`config.mk`:
```
export PLATFORM = sky130hd
export DESIGN_NAME = rename_commit_scheduler
export DESIGN_NICKNAME = d
export VERILOG_FILES = /design/src/rtl/rename_commit_scheduler_pkg.sv /design/src/rtl/rename_commit_scheduler_compactor.sv /design/src/rtl/rename_commit_scheduler.sv
export SDC_FILE = /design/constraint.sdc
export NUM_CORES = 1
export LEC_CHECK = 0
export ABC_AREA = 0
export CAP_MARGIN = 10
export CELL_PAD_IN_SITES_DETAIL_PLACEMENT = 1
export CELL_PAD_IN_SITES_GLOBAL_PLACEMENT = 1
export CORE_MARGIN = 2
export CORE_UTILIZATION = 42
export CTS_CLUSTER_SIZE = 12
export DETAILED_ROUTE_END_ITERATION = 7
export GPL_ROUTABILITY_DRIVEN = 0
export PLACE_DENSITY_LB_ADDON = 0.1
export RECOVER_POWER = 25
export SYNTH_ARGS = -nofsm -noshare
export SYNTH_HDL_FRONTEND = slang
export SYNTH_SLANG_ARGS = --single-unit
```
`constraint.sdc`:
```
create_clock -name clk_i -period 2.4 [get_ports clk_i]
set_input_delay 0.72 -clock clk_i [delete_from_list [all_inputs] [get_ports clk_i]]
set_output_delay 0.72 -clock clk_i [all_outputs]
set_load 0.01 [all_outputs]
```
`src/rtl/rename_commit_scheduler_pkg.sv`:
```
// Shared types and defaults for the rename commit scheduler.
package rename_commit_scheduler_pkg;

  localparam int unsigned PhysRegNumWidth = 7;

  localparam int unsigned CommitWidthDefault = 2;

  typedef logic [PhysRegNumWidth-1:0] commit_entry_t;

endpackage

```
`src/rtl/rename_commit_scheduler_compactor.sv`:
```
// Packs the write-retiring lanes of a retire group into slots 0..count-1, oldest lane first.
module rename_commit_scheduler_compactor
  import rename_commit_scheduler_pkg::*;
#(
  parameter int unsigned CommitWidth = CommitWidthDefault,
  parameter int unsigned CntWidth    = $clog2(CommitWidth + 1)
) (
  input  logic [CommitWidth-1:0]                 valid_i,
  input  logic [CommitWidth-1:0]                 write_i,
  input  logic [CommitWidth*PhysRegNumWidth-1:0] id_i,
  output commit_entry_t                          ids_o [CommitWidth],
  output logic [CntWidth-1:0]                    count_o
);

  logic                sel [CommitWidth];
  logic [CntWidth-1:0] pos [CommitWidth];
  logic [CntWidth-1:0] cnt;

  always_comb begin
    cnt = '0;
    for (int i = 0; i < CommitWidth; i++) begin
      sel[i] = valid_i[i] & write_i[i];
      pos[i] = cnt;
      cnt    = cnt + CntWidth'(sel[i]);
    end
    count_o = cnt;
  end

  // Each output slot picks the selected lane whose prefix count equals the slot index.
  always_comb begin
    for (int j = 0; j < CommitWidth; j++) begin
      ids_o[j] = '0;
      for (int i = 0; i < CommitWidth; i++) begin
        if (sel[i] && pos[i] == CntWidth'(j)) begin
          ids_o[j] = id_i[i*PhysRegNumWidth +: PhysRegNumWidth];
        end
      end
    end
  end

endmodule

```
`src/rtl/rename_commit_scheduler.sv`:
```
// Buffers ROB write-commits in order and drains them one per cycle to the rename unit.
module rename_commit_scheduler
  import rename_commit_scheduler_pkg::*;
#(
  parameter int unsigned CommitWidth    = CommitWidthDefault,
  parameter int unsigned QueueDepthLog2 = 3,
  parameter int unsigned StatWidth      = 16
) (
  input  logic                                   clk_i,
  input  logic                                   rst_ni,
  input  logic [CommitWidth-1:0]                 retire_valid_i,
  input  logic [CommitWidth-1:0]                 retire_with_write_i,
  input  logic [CommitWidth*PhysRegNumWidth-1:0] retire_wr_register_i,
  output logic                                   retire_ready_o,
  output logic                                   commit_valid_o,
  output logic                                   commit_with_write_o,
  output logic [PhysRegNumWidth-1:0]             commited_wr_register_o,
  input  logic                                   decode_regwrite_req_i,
  input  logic                                   rename_valid_i,
  output logic                                   regwrite_o,
  output logic                                   rename_stall_o,
  output logic                                   idle_o,
  output logic [StatWidth-1:0]                   freed_count_o,
  output logic [StatWidth-1:0]                   stall_count_o
);

  localparam int unsigned Depth    = 1 << QueueDepthLog2;
  localparam int unsigned OccWidth = QueueDepthLog2 + 1;
  localparam int unsigned CntWidth = $clog2(CommitWidth + 1);

  commit_entry_t               mem_q [Depth];
  logic [QueueDepthLog2-1:0]   head_q, head_d, tail_q, tail_d;
  logic [OccWidth-1:0]         occ_q, occ_d, free_slots;
  logic                        commit_valid_q, commit_valid_d;
  commit_entry_t               commit_reg_q, commit_reg_d;
  logic [StatWidth-1:0]        freed_q, freed_d, stall_q, stall_d;

  commit_entry_t               cmp_ids [CommitWidth];
  logic [CntWidth-1:0]         cmp_cnt;
  logic [CntWidth-1:0]         n_enq;
  logic                        deq;

  rename_commit_scheduler_compactor #(
    .CommitWidth(CommitWidth),
    .CntWidth   (CntWidth)
  ) u_compactor (
    .valid_i(retire_valid_i),
    .write_i(retire_with_write_i),
    .id_i   (retire_wr_register_i),
    .ids_o  (cmp_ids),
    .count_o(cmp_cnt)
  );

  // Readiness looks only at registered occupancy so the ROB sees a stable handshake.
  assign free_slots     = OccWidth'(Depth) - occ_q;
  assign retire_ready_o = free_slots >= OccWidth'(CommitWidth);
  assign n_enq          = retire_ready_o ? cmp_cnt : '0;
  assign deq            = occ_q != '0;

  always_comb begin
    occ_d          = occ_q + OccWidth'(n_enq) - OccWidth'(deq);
    tail_d         = tail_q + QueueDepthLog2'(n_enq);
    head_d         = head_q;
    commit_valid_d = deq;
    commit_reg_d   = commit_reg_q;
    if (deq) begin
      head_d       = head_q + 1'b1;
      commit_reg_d = mem_q[head_q];
    end
    freed_d = freed_q;
    stall_d = stall_q;
    if (commit_valid_q && freed_q != '1) freed_d = freed_q + 1'b1;
    if (rename_stall_o && stall_q != '1) stall_d = stall_q + 1'b1;
  end

  always_ff @(posedge clk_i or negedge rst_ni) begin
    if (!rst_ni) begin
      head_q         <= '0;
      tail_q         <= '0;
      occ_q          <= '0;
      commit_valid_q <= 1'b0;
      commit_reg_q   <= '0;
      freed_q        <= '0;
      stall_q        <= '0;
    end else begin
      head_q         <= head_d;
      tail_q         <= tail_d;
      occ_q          <= occ_d;
      commit_valid_q <= commit_valid_d;
      commit_reg_q   <= commit_reg_d;
      freed_q        <= freed_d;
      stall_q        <= stall_d;
    end
  end

  // Storage needs no reset; occupancy alone decides what is live.
  always_ff @(posedge clk_i) begin
    for (int j = 0; j < CommitWidth; j++) begin
      if (CntWidth'(j) < n_enq) begin
        mem_q[tail_q + QueueDepthLog2'(j)] <= cmp_ids[j];
      end
    end
  end

  assign commit_valid_o         = commit_valid_q;
  assign commit_with_write_o    = commit_valid_q;
  assign commited_wr_register_o = commit_reg_q;
  assign idle_o                 = (occ_q == '0) & ~commit_valid_q;
  assign freed_count_o          = freed_q;
  assign stall_count_o          = stall_q;

  assign regwrite_o     = rst_ni & decode_regwrite_req_i & rename_valid_i;
  assign rename_stall_o = rst_ni & decode_regwrite_req_i & ~rename_valid_i;

endmodule
```
==> flow_metrics.tcl <==
set metrics [dict create \
    synth_top_area_cell "edfxtp_1" \
    synth_ff_type "edfxtp_1" \
    grt_pass1_vias 3947 \
    crit_fanout 2 \
    viasPerCell 5.21 \
    yosysWarnings 0 \
    core_area_um2 13100 \
    chipHeight_um 119 \
    numCtsBuffers 9 \
    synth-edff-count 56 \
    antenna_found_initial 0 \
    cts_tree "done" \
    crit_type "in -> reg" \
    wl_per_cell_um 17.4 \
    fmax_mhz 422 \
    setup_viol_count_final 0 \
    dp_hpwl_um 9590 \
    tightest_slew_ns 1.26 \
    dpl_cell_area_um2 6860 \
    cts.clk_slew.worst_paths_ns 0.08 \
    num_vias 3706 \
    insertion_delay_ns 0.35 \
    async_flop_share_pct 47.2 \
    ff_latch_area_um2 2930 \
    finalHoldViolations 0 \
    io_buffers 66 \
    hold_path.class "reg -> reg" \
    synth.top_cells.by_count "mux2i_1, edfxtp_1, dfrtp_1, nand2_1, xor2_1" \
    grt_pass1_wl_um 20700 \
    die_x_um 119 \
    layout.nets 570 \
    path_cells "clkdlybuf4s50_1 > and2_4 > ha_4 > nand2_4 > ha_4 > inv_2 > ha_2 > inv_2 > fa_2 > inv_1" \
    clock_tree.root_cell "clkbuf_16" \
    grt_overflow 0 \
    start_util_pct 42.5 \
    rsz0062_at_grt "true" \
    worstPathRequired_ns 2.65 \
    whs_path_depth 1 \
    outcome "complete, no violations" \
    drc 0 \
    antenna_left 0 \
    ir_drop_mv 0.443 \
    grt_usage_pct 18.5 \
    n_fill_cell 1363 \
    powerDensity_nw_per_um2 992 \
    design.die.area_um2 14200 \
    synth_top_area_share_pct 30.1 \
    fin_area_um2 7230 \
    arrival_ns 2.62 \
    multi_input_area_um2 2650 \
    htreeDepth 3 \
    crit-reg2reg-launch "occ_q[1]$_DFF_PN0_" \
    max_slew_margin_pct 15.9 \
    areaGrowthSynthToFinish_pct 29.4 \
    fin_crit_sh_pct 98.8 \
    cp-end-kind "flip-flop" \
    syn_avg_cell_area_um2 13.4 \
    drt-total-wl_um 12400 \
    yosysMostFrequentCell "mux2i_1" \
    firstDrtPassIters 4 \
    cpPeakStageDelay_ns 0.51 \
    drt_iter0_drc 214 \
    finalNonFillerCells 712 \
    worstHoldStart "stall_count_o[15]$_DFFE_PN0P_" \
    holdBufCountCts 0 \
    fin_crit_ns 2.37 \
    drive_gt1_share_pct 23.5 \
    antenna_cells 0 \
    critPathBufInv 4 \
    clockBufferDepth 2 \
    maxCapViolations 0 \
    p_leak_nw 3.21 \
    numClockSinks 106 \
    ys_seq_elements 106 \
    ys_seq_area_share_pct 52.5 \
    synth_fp_nets 456 \
    crit_family "adder cells" \
    rows 42 \
    synthCells 417 \
    hold_end "stall_count_o[15]$_DFFE_PN0P_" \
    grt_max_degree 51 \
    slowest_stage "fa_2" \
    reg2reg_to "mem_q[2][3]$_DFFE_PP_" \
    rr_worst_depth 7 \
    synthTopCellsByArea "edfxtp_1, dfrtp_1, mux2i_1" \
    post-place-cells 694 \
    ys_types 48 \
    crit_path_start_kind "input pin" \
    ios 67 \
    regToRegSetupSlack_ns 0.07 \
    syn_area_um2 5580 \
    clock_skew_ns 0.0116 \
    finalMaxSlewViolations 0 \
    finalPower_w 0.00717 \
]
==> registers in the layout, summed over array words and instances, names as in the netlist <==
register	count
head_q	3
freed_count_o	16
occ_q	4
tail_q	3
commited_wr_register_o	7
mem_q	56
commit_valid_o	1
stall_count_o	16
==> area by class of cell <==
class | count | share of cell area, %
Sequential cell | 106 | 40.6
Multi-Input combinational cell | 280 | 36.7
Timing Repair Buffer | 114 | 14.8
Clock buffer | 10 | 3.17
Tap cell | 176 | 3.05
Inverter | 20 | 1.04
Clock inverter | 6 | 0.693
==> worst reg2reg max path, delay by kind of cell (launching register included) <==
kind / cells / cell delay, ns
simple gates: 3 / 0.82
buf+inv: 3 / 0.64
flops: 1 / 0.42
compound gates: 1 / 0.15
==> cells by family after synthesis <==
logic type               after synthesis  synth area share (%)
AO/OA/AOI/OAI                         29                  3.29
buffers and inverters                 31                  2.53
AND/OR/NAND/NOR                      116                  13.7
multiplexers                          81                  17.8
XOR/XNOR                              37                  6.07
adder cells (fa/ha/maj)               17                  4.08
flip-flops                           106                  52.5
==> power by group <==
group,total (W),switching [W],internal [W]
Sequential,0.00280,0.000419,0.00238
Clock,0.00141,0.000694,0.000720
Combinational,0.00296,0.00143,0.00153
Total,0.00717,0.00254,0.00463
==> per-layer routing <==
metal	vias up	routed length, um	track usage (%)
met5	-	0	0
met4	0	148	5.51
met3	12	413	2.97
met2	72	6250	31.9
met1	1851	5590	24.0
li1	1771	-	-
==> layout by cell type, fill, tap and decap left out, types with 4 or more instances in the layout <==
cell             Yosys  final
nand2_1             25     22
a21oi_1             15     14
buf_4                1     39
xor2_1              23     22
mux4_2              14     14
nor3b_1              9      8
ha_1                15      8
xnor2_1             12     11
nand3_4              7      7
o21ai_1              0      4
nor3_1               7      7
nor4_1               5      5
buf_12               1      6
nor2_1              21     20
nand4_1              8      8
nand3_1             10     10
edfxtp_1            56     56
clkdlybuf4s50_1      0     60
inv_2                0      5
inv_1               20     15
clkbuf_16            0      9
and4_1               4      4
clkbuf_2             0      4
clkbuf_1             4      4
ha_4                 0      5
mux2i_1             63     63
dfrtp_1             50     50
==> per-stage QoR <==
step                      hold slack [ns]  worst slack, ns  setup TNS [ns]  util, %
after floorplan                     0.424          -0.0185         -0.0499        -
after global routing                0.510          -0.0331         -0.0980     55.0
after global placement              0.477           -0.397          -29.12     52.2
after CTS                           0.497           -0.113          -0.234     54.4
after detailed placement            0.482           -0.434          -33.24     52.2
final                               0.497           0.0277               0     55.0
==> worst max path at each step <==
stage	startpoint	endpoint	slack (ns)	depth (start not counted)
floorplan	occ_q[1]$_DFF_PN0_	occ_q[2]$_DFF_PN0_	-0.02	12
global placement	retire_valid_i[1]	occ_q[1]$_DFF_PN0_	-0.40	10
detailed placement	retire_valid_i[1]	occ_q[2]$_DFF_PN0_	-0.43	10
CTS	retire_valid_i[1]	occ_q[1]$_DFF_PN0_	-0.11	10
global route	retire_with_write_i[1]	occ_q[1]$_DFF_PN0_	-0.03	10
finish	retire_with_write_i[1]	occ_q[1]$_DFF_PN0_	0.03	10
==> timing repair <==
action                     in CTS  in global routing
pin swaps                       0                  7
cloned                          0                  0
buffers inserted                1                  1
setup endpoints to repair       7                 52
gates resized for setup        10                 25
Power figures use the tool's default switching activity.
